===== src/rtl/axi_slave_reg_connector.sv =====
// axi_slave_reg_connector
// Converts a flat slave-side AXI port bundle into an axi_conf::req_t /
// axi_conf::resp_t pair. Every channel (AW, W, AR forward; B, R backward)
// passes through its own two-entry skid buffer, so valid, ready and payload
// are all registered at both boundaries.
// Ports:
//   clk_i, rst_i            clock, synchronous active-high reset
//   s_axi_aw* / s_axi_ar*   address channels from the external master
//   s_axi_w*                write data channel from the external master
//   s_axi_b* / s_axi_r*     response channels toward the external master
//   axi_req_o               AW/W/AR payload+valid, b_ready, r_ready to fabric
//   axi_resp_i              aw/w/ar ready, B/R payload+valid from fabric

package axi_conf;
  localparam int unsigned IdW   = 8;
  localparam int unsigned AddrW = 32;
  localparam int unsigned DataW = 32;
  localparam int unsigned StrbW = DataW / 8;
  localparam int unsigned UserW = 1;

  typedef struct packed {
    logic [IdW-1:0]   id;
    logic [AddrW-1:0] addr;
    logic [7:0]       len;
    logic [2:0]       size;
    logic [1:0]       burst;
    logic             lock;
    logic [3:0]       cache;
    logic [2:0]       prot;
    logic [3:0]       qos;
    logic [3:0]       region;
    logic [5:0]       atop;
    logic [UserW-1:0] user;
  } aw_chan_t;

  typedef struct packed {
    logic [IdW-1:0]   id;
    logic [AddrW-1:0] addr;
    logic [7:0]       len;
    logic [2:0]       size;
    logic [1:0]       burst;
    logic             lock;
    logic [3:0]       cache;
    logic [2:0]       prot;
    logic [3:0]       qos;
    logic [3:0]       region;
    logic [UserW-1:0] user;
  } ar_chan_t;

  typedef struct packed {
    logic [DataW-1:0] data;
    logic [StrbW-1:0] strb;
    logic             last;
    logic [UserW-1:0] user;
  } w_chan_t;

  typedef struct packed {
    logic [IdW-1:0]   id;
    logic [1:0]       resp;
    logic [UserW-1:0] user;
  } b_chan_t;

  typedef struct packed {
    logic [IdW-1:0]   id;
    logic [DataW-1:0] data;
    logic [1:0]       resp;
    logic             last;
    logic [UserW-1:0] user;
  } r_chan_t;

  typedef struct packed {
    aw_chan_t aw;
    logic     aw_valid;
    w_chan_t  w;
    logic     w_valid;
    logic     b_ready;
    ar_chan_t ar;
    logic     ar_valid;
    logic     r_ready;
  } req_t;

  typedef struct packed {
    logic     aw_ready;
    logic     ar_ready;
    logic     w_ready;
    logic     b_valid;
    b_chan_t  b;
    logic     r_valid;
    r_chan_t  r;
  } resp_t;
endpackage

// Two-entry skid buffer: main register drives the output, skid register
// absorbs the one beat that can arrive while the output stalls.
module axi_slave_reg_connector_skid #(
  parameter int unsigned WIDTH = 1
) (
  input  logic             clk_i,
  input  logic             rst_i,
  input  logic             i_in_valid,
  output logic             o_in_ready,
  input  logic [WIDTH-1:0] i_in_data,
  output logic             o_out_valid,
  input  logic             i_out_ready,
  output logic [WIDTH-1:0] o_out_data
);
  typedef enum logic [1:0] {
    S_EMPTY = 2'd0,
    S_ONE   = 2'd1,
    S_FULL  = 2'd2
  } state_t;

  state_t           r_state;
  state_t           w_state_next;
  logic             r_in_ready;
  logic [WIDTH-1:0] r_main;
  logic [WIDTH-1:0] r_skid;
  logic             w_acc;
  logic             w_pop;
  logic             w_main_from_in;
  logic             w_main_from_skid;
  logic             w_skid_from_in;

  assign o_out_valid = (r_state != S_EMPTY);
  assign o_out_data  = r_main;
  assign o_in_ready  = r_in_ready;
  assign w_acc       = i_in_valid & r_in_ready;
  assign w_pop       = o_out_valid & i_out_ready;

  // State register; ready is registered from the next state.
  always_ff @(posedge clk_i) begin
    if (rst_i) begin
      r_state    <= S_EMPTY;
      r_in_ready <= 1'b0;
    end else begin
      r_state    <= w_state_next;
      r_in_ready <= (w_state_next != S_FULL);
    end
  end

  // Next-state logic.
  always_comb begin
    w_state_next = r_state;
    case (r_state)
      S_EMPTY: if (w_acc) w_state_next = S_ONE;
      S_ONE: begin
        if (w_acc && !w_pop)      w_state_next = S_FULL;
        else if (!w_acc && w_pop) w_state_next = S_EMPTY;
      end
      S_FULL:  if (w_pop) w_state_next = S_ONE;
      default: w_state_next = S_EMPTY;
    endcase
  end

  // Datapath load enables.
  always_comb begin
    w_main_from_in   = 1'b0;
    w_main_from_skid = 1'b0;
    w_skid_from_in   = 1'b0;
    case (r_state)
      S_EMPTY: w_main_from_in = w_acc;
      S_ONE: begin
        w_main_from_in = w_acc & w_pop;
        w_skid_from_in = w_acc & ~w_pop;
      end
      S_FULL:  w_main_from_skid = w_pop;
      default: ;
    endcase
  end

  // Payload registers.
  always_ff @(posedge clk_i) begin
    if (rst_i) begin
      r_main <= '0;
      r_skid <= '0;
    end else begin
      if (w_main_from_in)        r_main <= i_in_data;
      else if (w_main_from_skid) r_main <= r_skid;
      if (w_skid_from_in)        r_skid <= i_in_data;
    end
  end
endmodule

module axi_slave_reg_connector #(
  parameter int unsigned DATA_WIDTH   = 32,
  parameter int unsigned ADDR_WIDTH   = 32,
  parameter int unsigned STRB_WIDTH   = DATA_WIDTH / 8,
  parameter int unsigned ID_WIDTH     = 8,
  parameter int unsigned AWUSER_WIDTH = 1,
  parameter int unsigned WUSER_WIDTH  = 1,
  parameter int unsigned BUSER_WIDTH  = 1,
  parameter int unsigned ARUSER_WIDTH = 1,
  parameter int unsigned RUSER_WIDTH  = 1
) (
  input  logic                    clk_i,
  input  logic                    rst_i,
  input  logic [ID_WIDTH-1:0]     s_axi_awid,
  input  logic [ADDR_WIDTH-1:0]   s_axi_awaddr,
  input  logic [7:0]              s_axi_awlen,
  input  logic [2:0]              s_axi_awsize,
  input  logic [1:0]              s_axi_awburst,
  input  logic                    s_axi_awlock,
  input  logic [3:0]              s_axi_awcache,
  input  logic [2:0]              s_axi_awprot,
  input  logic [3:0]              s_axi_awqos,
  input  logic [3:0]              s_axi_awregion,
  input  logic [AWUSER_WIDTH-1:0] s_axi_awuser,
  input  logic                    s_axi_awvalid,
  output logic                    s_axi_awready,
  input  logic [DATA_WIDTH-1:0]   s_axi_wdata,
  input  logic [STRB_WIDTH-1:0]   s_axi_wstrb,
  input  logic                    s_axi_wlast,
  input  logic [WUSER_WIDTH-1:0]  s_axi_wuser,
  input  logic                    s_axi_wvalid,
  output logic                    s_axi_wready,
  output logic [ID_WIDTH-1:0]     s_axi_bid,
  output logic [1:0]              s_axi_bresp,
  output logic [BUSER_WIDTH-1:0]  s_axi_buser,
  output logic                    s_axi_bvalid,
  input  logic                    s_axi_bready,
  input  logic [ID_WIDTH-1:0]     s_axi_arid,
  input  logic [ADDR_WIDTH-1:0]   s_axi_araddr,
  input  logic [7:0]              s_axi_arlen,
  input  logic [2:0]              s_axi_arsize,
  input  logic [1:0]              s_axi_arburst,
  input  logic                    s_axi_arlock,
  input  logic [3:0]              s_axi_arcache,
  input  logic [2:0]              s_axi_arprot,
  input  logic [3:0]              s_axi_arqos,
  input  logic [3:0]              s_axi_arregion,
  input  logic [ARUSER_WIDTH-1:0] s_axi_aruser,
  input  logic                    s_axi_arvalid,
  output logic                    s_axi_arready,
  output logic [ID_WIDTH-1:0]     s_axi_rid,
  output logic [DATA_WIDTH-1:0]   s_axi_rdata,
  output logic [1:0]              s_axi_rresp,
  output logic                    s_axi_rlast,
  output logic [RUSER_WIDTH-1:0]  s_axi_ruser,
  output logic                    s_axi_rvalid,
  input  logic                    s_axi_rready,
  output axi_conf::req_t          axi_req_o,
  input  axi_conf::resp_t         axi_resp_i
);
  localparam int unsigned PkgIdW   = axi_conf::IdW;
  localparam int unsigned PkgAddrW = axi_conf::AddrW;
  localparam int unsigned PkgDataW = axi_conf::DataW;
  localparam int unsigned PkgStrbW = axi_conf::StrbW;
  localparam int unsigned PkgUserW = axi_conf::UserW;
  localparam int unsigned AwW      = $bits(axi_conf::aw_chan_t);
  localparam int unsigned WW       = $bits(axi_conf::w_chan_t);
  localparam int unsigned ArW      = $bits(axi_conf::ar_chan_t);
  localparam int unsigned BW       = $bits(axi_conf::b_chan_t);
  localparam int unsigned RW       = $bits(axi_conf::r_chan_t);

  axi_conf::aw_chan_t w_aw_in, w_aw_out;
  axi_conf::w_chan_t  w_w_in,  w_w_out;
  axi_conf::ar_chan_t w_ar_in, w_ar_out;
  axi_conf::b_chan_t  w_b_out;
  axi_conf::r_chan_t  w_r_out;
  logic w_aw_valid, w_w_valid, w_ar_valid, w_b_ready, w_r_ready;

  // Pack the flat master-side fields into fabric channel structs; atop is 0.
  always_comb begin
    w_aw_in        = '0;
    w_aw_in.id     = PkgIdW'(s_axi_awid);
    w_aw_in.addr   = PkgAddrW'(s_axi_awaddr);
    w_aw_in.len    = s_axi_awlen;
    w_aw_in.size   = s_axi_awsize;
    w_aw_in.burst  = s_axi_awburst;
    w_aw_in.lock   = s_axi_awlock;
    w_aw_in.cache  = s_axi_awcache;
    w_aw_in.prot   = s_axi_awprot;
    w_aw_in.qos    = s_axi_awqos;
    w_aw_in.region = s_axi_awregion;
    w_aw_in.user   = PkgUserW'(s_axi_awuser);

    w_w_in         = '0;
    w_w_in.data    = PkgDataW'(s_axi_wdata);
    w_w_in.strb    = PkgStrbW'(s_axi_wstrb);
    w_w_in.last    = s_axi_wlast;
    w_w_in.user    = PkgUserW'(s_axi_wuser);

    w_ar_in        = '0;
    w_ar_in.id     = PkgIdW'(s_axi_arid);
    w_ar_in.addr   = PkgAddrW'(s_axi_araddr);
    w_ar_in.len    = s_axi_arlen;
    w_ar_in.size   = s_axi_arsize;
    w_ar_in.burst  = s_axi_arburst;
    w_ar_in.lock   = s_axi_arlock;
    w_ar_in.cache  = s_axi_arcache;
    w_ar_in.prot   = s_axi_arprot;
    w_ar_in.qos    = s_axi_arqos;
    w_ar_in.region = s_axi_arregion;
    w_ar_in.user   = PkgUserW'(s_axi_aruser);
  end

  axi_slave_reg_connector_skid #(.WIDTH(AwW)) u_aw_skid (
    .clk_i(clk_i), .rst_i(rst_i),
    .i_in_valid(s_axi_awvalid), .o_in_ready(s_axi_awready), .i_in_data(w_aw_in),
    .o_out_valid(w_aw_valid), .i_out_ready(axi_resp_i.aw_ready), .o_out_data(w_aw_out)
  );

  axi_slave_reg_connector_skid #(.WIDTH(WW)) u_w_skid (
    .clk_i(clk_i), .rst_i(rst_i),
    .i_in_valid(s_axi_wvalid), .o_in_ready(s_axi_wready), .i_in_data(w_w_in),
    .o_out_valid(w_w_valid), .i_out_ready(axi_resp_i.w_ready), .o_out_data(w_w_out)
  );

  axi_slave_reg_connector_skid #(.WIDTH(ArW)) u_ar_skid (
    .clk_i(clk_i), .rst_i(rst_i),
    .i_in_valid(s_axi_arvalid), .o_in_ready(s_axi_arready), .i_in_data(w_ar_in),
    .o_out_valid(w_ar_valid), .i_out_ready(axi_resp_i.ar_ready), .o_out_data(w_ar_out)
  );

  axi_slave_reg_connector_skid #(.WIDTH(BW)) u_b_skid (
    .clk_i(clk_i), .rst_i(rst_i),
    .i_in_valid(axi_resp_i.b_valid), .o_in_ready(w_b_ready), .i_in_data(axi_resp_i.b),
    .o_out_valid(s_axi_bvalid), .i_out_ready(s_axi_bready), .o_out_data(w_b_out)
  );

  axi_slave_reg_connector_skid #(.WIDTH(RW)) u_r_skid (
    .clk_i(clk_i), .rst_i(rst_i),
    .i_in_valid(axi_resp_i.r_valid), .o_in_ready(w_r_ready), .i_in_data(axi_resp_i.r),
    .o_out_valid(s_axi_rvalid), .i_out_ready(s_axi_rready), .o_out_data(w_r_out)
  );

  // Fabric-side request assembled in one place.
  always_comb begin
    axi_req_o          = '0;
    axi_req_o.aw       = w_aw_out;
    axi_req_o.aw_valid = w_aw_valid;
    axi_req_o.w        = w_w_out;
    axi_req_o.w_valid  = w_w_valid;
    axi_req_o.ar       = w_ar_out;
    axi_req_o.ar_valid = w_ar_valid;
    axi_req_o.b_ready  = w_b_ready;
    axi_req_o.r_ready  = w_r_ready;
  end

  assign s_axi_bid   = ID_WIDTH'(w_b_out.id);
  assign s_axi_bresp = w_b_out.resp;
  assign s_axi_buser = BUSER_WIDTH'(w_b_out.user);
  assign s_axi_rid   = ID_WIDTH'(w_r_out.id);
  assign s_axi_rdata = DATA_WIDTH'(w_r_out.data);
  assign s_axi_rresp = w_r_out.resp;
  assign s_axi_rlast = w_r_out.last;
  assign s_axi_ruser = RUSER_WIDTH'(w_r_out.user);
endmodule


===== config.mk =====
export PLATFORM = sky130hd
export DESIGN_NAME = axi_slave_reg_connector
export DESIGN_NICKNAME = d
export VERILOG_FILES = /design/src/rtl/axi_slave_reg_connector.sv
export SDC_FILE = /design/constraint.sdc
export NUM_CORES = 1
export LEC_CHECK = 0
export CORE_MARGIN = 5
export CORE_UTILIZATION = 24
export CTS_CLUSTER_SIZE = 40
export DETAILED_ROUTE_END_ITERATION = 8
export PLACE_DENSITY = 0.48
export SLEW_MARGIN = 20
export SYNTH_ARGS = -nofsm -noshare
export SYNTH_HDL_FRONTEND = slang
export SYNTH_SLANG_ARGS = --single-unit
export TNS_END_PERCENT = 100

===== constraint.sdc =====
create_clock -name clk_i -period 2 [get_ports clk_i]
set_clock_uncertainty 0.2 [all_clocks]
set_input_delay 0.2 -clock clk_i [delete_from_list [all_inputs] [get_ports clk_i]]
set_output_delay 0.2 -clock clk_i [all_outputs]
set_load 0.03 [all_outputs]

## Word-level counts from Yosys, hierarchy flattened

Index checks and enable logic that the tools add are counted.

| operators by class | value |
|---|---|
| eq/ne operators | 15 |
| multiplexer cells | 50 |
| bitwise gates (word level) | 25 |
| reduce and logical (&&, ||, !) cells | 35 |

Operators with widths:

| cell | count |
|---|---|
| $mux 76 | 2 |
| $mux 70 | 2 |
| $mux 44 | 2 |
| $mux 38 | 2 |
| $mux 2 | 20 |
| $pmux 2 s3 | 5 |
| $mux 11 | 2 |
| $and 1x1->1 | 20 |
| $reduce_bool 2->1 | 10 |
| $eq 2x1->1 const B | 5 |
| $eq 2x2->1 const B | 5 |
| $logic_and 1x1->1 | 10 |
| $logic_not 1->1 | 10 |
| $logic_not 2->1 | 5 |
| $mux 1 | 10 |
| $ne 2x2->1 const B | 5 |
| $pmux 1 s2 | 5 |
| $not 1->1 | 5 |

| storage, ports and cells | value |
|---|---|
| bits in registers | 481 |
| input port bits | 245 |
| output and inout port bits | 249 |
| word-level logic and storage cells | 145 |

## Logic depth before layout (Yosys ltp)

| depth | value |
|---|---|
| depth in word-level cells | 7 |
| depth in mapped cells | 7 |
| depth with buffers taken out | 4 |

## Hierarchy

Synthesis repeated with hierarchy kept, for this count alone.

| unflattened totals | value |
|---|---|
| cell total of the unflattened synthesis | 2464 |
| area total of the unflattened synthesis | 20622.3 µm² |

Modules (own cells, without submodules):

| module | instances | cells each | area an instance (µm²) | seq. area each (µm²) |
|---|---|---|---|---|
| axi_slave_reg_connector_skid at u_aw_skid | 1 | 774 | 6477.5 | 3103.0 |
| axi_slave_reg_connector_skid at u_ar_skid | 1 | 714 | 6005.8 | 2862.7 |
| axi_slave_reg_connector_skid at u_r_skid | 1 | 456 | 3678.5 | 1821.7 |
| axi_slave_reg_connector_skid at u_w_skid | 1 | 398 | 3296.9 | 1581.5 |
| axi_slave_reg_connector_skid at u_b_skid | 1 | 116 | 1122.3 | 500.5 |
| axi_slave_reg_connector | 1 | 6 | 41.3 | 0.0 |

## Worst setup path after synthesis

Ideal clock, no wire load.

| timing path | value |
|---|---|
| kind | reg2reg |
| start | reg u_ar_skid.r_in_ready (netlist: u_ar_skid.o_in_ready) |
| end | reg u_ar_skid.r_skid[50] |
| library setup time | 0.070 ns |
| arrival | 1.463 ns |
| data required time | 1.730 ns |
| setup slack | 0.267 ns |
| stages on the path, launching flop included | 7 |
| buffers on the path | 2 |
| clock period less this slack | 1.733 ns |
| path through | dfxtp_1 -> and3b_1 -> and2_1 -> buf_2 -> clkbuf_1 -> nand2_1 -> a21oi_1 |

| on the way | value |
|---|---|
| word-level cells in the longest chain between the ends | 3 |

Ends and longest elaborated chain:

| what | RTL line | source |
|---|---|---|
| from (decl) | 115 | `logic r_in_ready;` |
| from (signal assigned) | 137 | `r_in_ready <= (w_state_next != S_FULL);` |
| $and 1x1->1 | 127 | `assign w_acc = i_in_valid & r_in_ready;` |
| $and 1x1->1 | 164 | `w_skid_from_in = w_acc & ~w_pop;` |
| $mux 1 | 160 | `case (r_state)` |
| to (signal assigned) | 179 | `if (w_skid_from_in) r_skid <= i_in_data;` |
| to (decl) | 117 | `logic [WIDTH-1:0] r_skid;` |

Every way passes these cells.
A chain may end at the register's enable or synchronous reset.

==> results_dict.tcl <==
set metrics [dict create \
    outcome "complete, no violations" \
    setup_violations 0 \
    postCtsSetupRepairBufs 0 \
    final_hold_viol_count 0 \
    fmaxAchievable_mhz 529.0 \
    path_clk_slew_ns 0.06 \
    dp_slack_ns -0.05746 \
    drive_gt1_frac 0.06828 \
    synth_ff_type "dfxtp_1" \
    fin_cells 4060 \
    die_h_microns 289.4 \
    synth_top_area_cell "dfxtp_1" \
    n_fill_cell 7949 \
    hp-class "in -> reg" \
    fin_total_pwr_uw 24310 \
    cp-start-kind "register" \
    first_global_vias 18362 \
    leakage_uw 0.01070 \
    fin_nets 3219 \
    synth_common_cells "926 x nand2_1, 481 x dfxtp_1, 263 x nor2_1, 233 x a311oi_1, 227 x a21oi_1" \
    rrSetupSlack_ns 0.17 \
    syn_area_sq_um 18740 \
    clock_latency_ns 0.58 \
    cp-end-kind "output pin" \
    synth_cell_types 22 \
    grt_pass1_wl_microns 102500 \
    netlist.area_leader.share 0.5140 \
    syn_area_per_cell_sq_um 7.784 \
    synthCells 2407 \
    worstPathRequired_ns 1.60 \
    io_buffers 487 \
    finalCriticalPeriod_ns 1.890 \
    grt_antenna_before_repair 7 \
    worstReg2RegStart "u_ar_skid.r_state[0]" \
    ys_ff_latch 481 \
    dpl.cell_count 3805 \
    drtPass1Iterations 5 \
    drt-total-wl_microns 66840 \
    critPathArrivalTime_ns 1.49 \
    cts_buffers 55 \
    numClockSinks 481 \
    grt_use_total 0.1503 \
    initial_core_util 0.2419 \
    synth_edf_count 0 \
    slew_viol_final 0 \
    rsz0062_at_grt "no" \
    fin_ws_ns 0.1098 \
    die_w_microns 289.4 \
    grt_max_degree 75 \
    drcViolationCount 0 \
    crit_type "reg -> out" \
    ys_warn_count 0 \
    vias 18708 \
    root_buffer "clkbuf_16" \
    clockBufferDepth 3 \
    drt_iter0_drc 1107 \
    ys_async_sr_fraction 0 \
    timing.rr.end "u_ar_skid.o_out_data[51]" \
    p_per_area_nw_per_um2 859.8 \
    via_per_inst 4.608 \
    wire_per_inst_microns 16.46 \
    tritoncts "built" \
    gp_congestion 0.7687 \
    synth_seq_area_share 0.5140 \
    irDropWorstVdd_v 0.0005145 \
    hp-start "s_axi_araddr[6]" \
    post-synth-top-count-cell "nand2_1" \
    r2r_cells 5 \
    ios 494 \
    postRouteAntennaNets 0 \
    rows 102 \
    period_share 0.9451 \
    syn2layout_area_growth_pct 50.90 \
    whs_path_depth 3 \
    coreArea_sq_um 77470 \
    overflow 0 \
    dieArea_sq_um 83750 \
    htree_num_levels 2 \
    cap_violations 0 \
    ys_top_cells_by_area "dfxtp_1 51%, nand2_1 19%, a311oi_1 11%" \
    dpl.hpwl_microns 45850 \
    critPathMaxFanout 6 \
    min_to "u_ar_skid.r_skid[36]" \
]
## registers in the layout, summed over array words and instances, names as in the netlist, 11 cells and up
register / count
u_ar_skid.o_out_data: 70
u_ar_skid.r_skid: 70
u_aw_skid.o_out_data: 70
u_aw_skid.r_skid: 70
u_r_skid.o_out_data: 44
u_r_skid.r_skid: 44
u_w_skid.o_out_data: 38
u_w_skid.r_skid: 38
u_b_skid.o_out_data: 11
u_b_skid.r_skid: 11
## cells in the final DEF, fill, tap and decap left out, types with 10 or more instances in the layout
cell	netlist	final
nor2_1	263	260
or2_2	10	10
dlygate4sd2_1	0	236
nand2_1	926	923
buf_12	0	42
dfxtp_1	481	481
mux2i_1	20	20
a21oi_1	227	227
buf_4	20	40
clkbuf_8	0	10
clkdlybuf4s50_1	0	243
dlygate4sd3_1	0	152
clkbuf_16	0	55
a311oi_1	233	233
## per-stage QoR
stage | hold WS, ns | util | TNS, ns | area, sq um
floorplan | 0.07931 | - | 0 | 18750
global placement | 0.2400 | 0.3245 | -0.07984 | 25140
detailed placement | 0.2434 | 0.3245 | -0.6538 | 25140
CTS | 0.0001125 | 0.3649 | -0.1322 | 28270
global route | 0.02129 | 0.3649 | 0 | 28270
finish | 0.03734 | 0.3650 | 0 | 28270
## cell families (layout without fill, tap and decap cells)
group | Yosys count | in the layout | synth area share
flip-flops | 481 | 481 | 0.5140
multiplexers | 21 | 21 | 0.01129
buffers and inverters | 215 | 820 | 0.05229
AND/OR/NAND/NOR | 1224 | 1224 | 0.2504
AO/OA/AOI/OAI | 465 | 465 | 0.1719
other | 1 | 9 | 0.0002002
## power by group
part	leakage, uW	internal (uW)	switching [uW]
sequential	0.00392	10000	273
combinational	0.00584	1420	1910
clock	0.000941	6580	4120
total	0.0107	18000	6300
## critical path, stage by stage, from the launching register on
cell and delay [ns]:
dfxtp_1 0.37, or2_2 0.34, buf_2 0.19
## timing repair
item,4_1_cts,5_1_grt
endpoints found under the hold margin,215,0
resized for setup,257,2
setup endpoints to repair,241,1
hold buffers,152,0
## layer usage
layer  track usage  part of all wire  vias up
met2        0.2586              0.49      506
met3       0.03116             0.061      108
li1              -                 -     9220
met4       0.04681             0.029        4
met1        0.1891              0.42     8870
met5             0           0.00028        -
## how the worst max path moves through the flow
stage | start | cells past startpoint | end
floorplan | u_ar_skid.o_in_ready | 6 | u_ar_skid.r_skid[50]
global placement | s_axi_awvalid | 6 | u_aw_skid.r_skid[68]
detailed placement | s_axi_awvalid | 6 | u_aw_skid.r_skid[55]
CTS | u_r_skid.r_state[0] | 2 | s_axi_rvalid
global route | u_r_skid.r_state[0] | 2 | s_axi_rvalid
finish | u_aw_skid.r_state[0] | 2 | axi_req_o[112]
## final cells by class
class	count	area, sq um	area share
inverter	1	3.754	0.0001328
clock inverter	26	380.4	0.01345
multi-input combinational	1716	8200	0.2901
tap	1040	1301	0.04603
clock buffer	74	1548	0.05474
antenna	3	7.507	0.0002655
timing repair buffer	719	7202	0.2547
sequential	481	9629	0.3406
(Power assumes the default switching activity.)
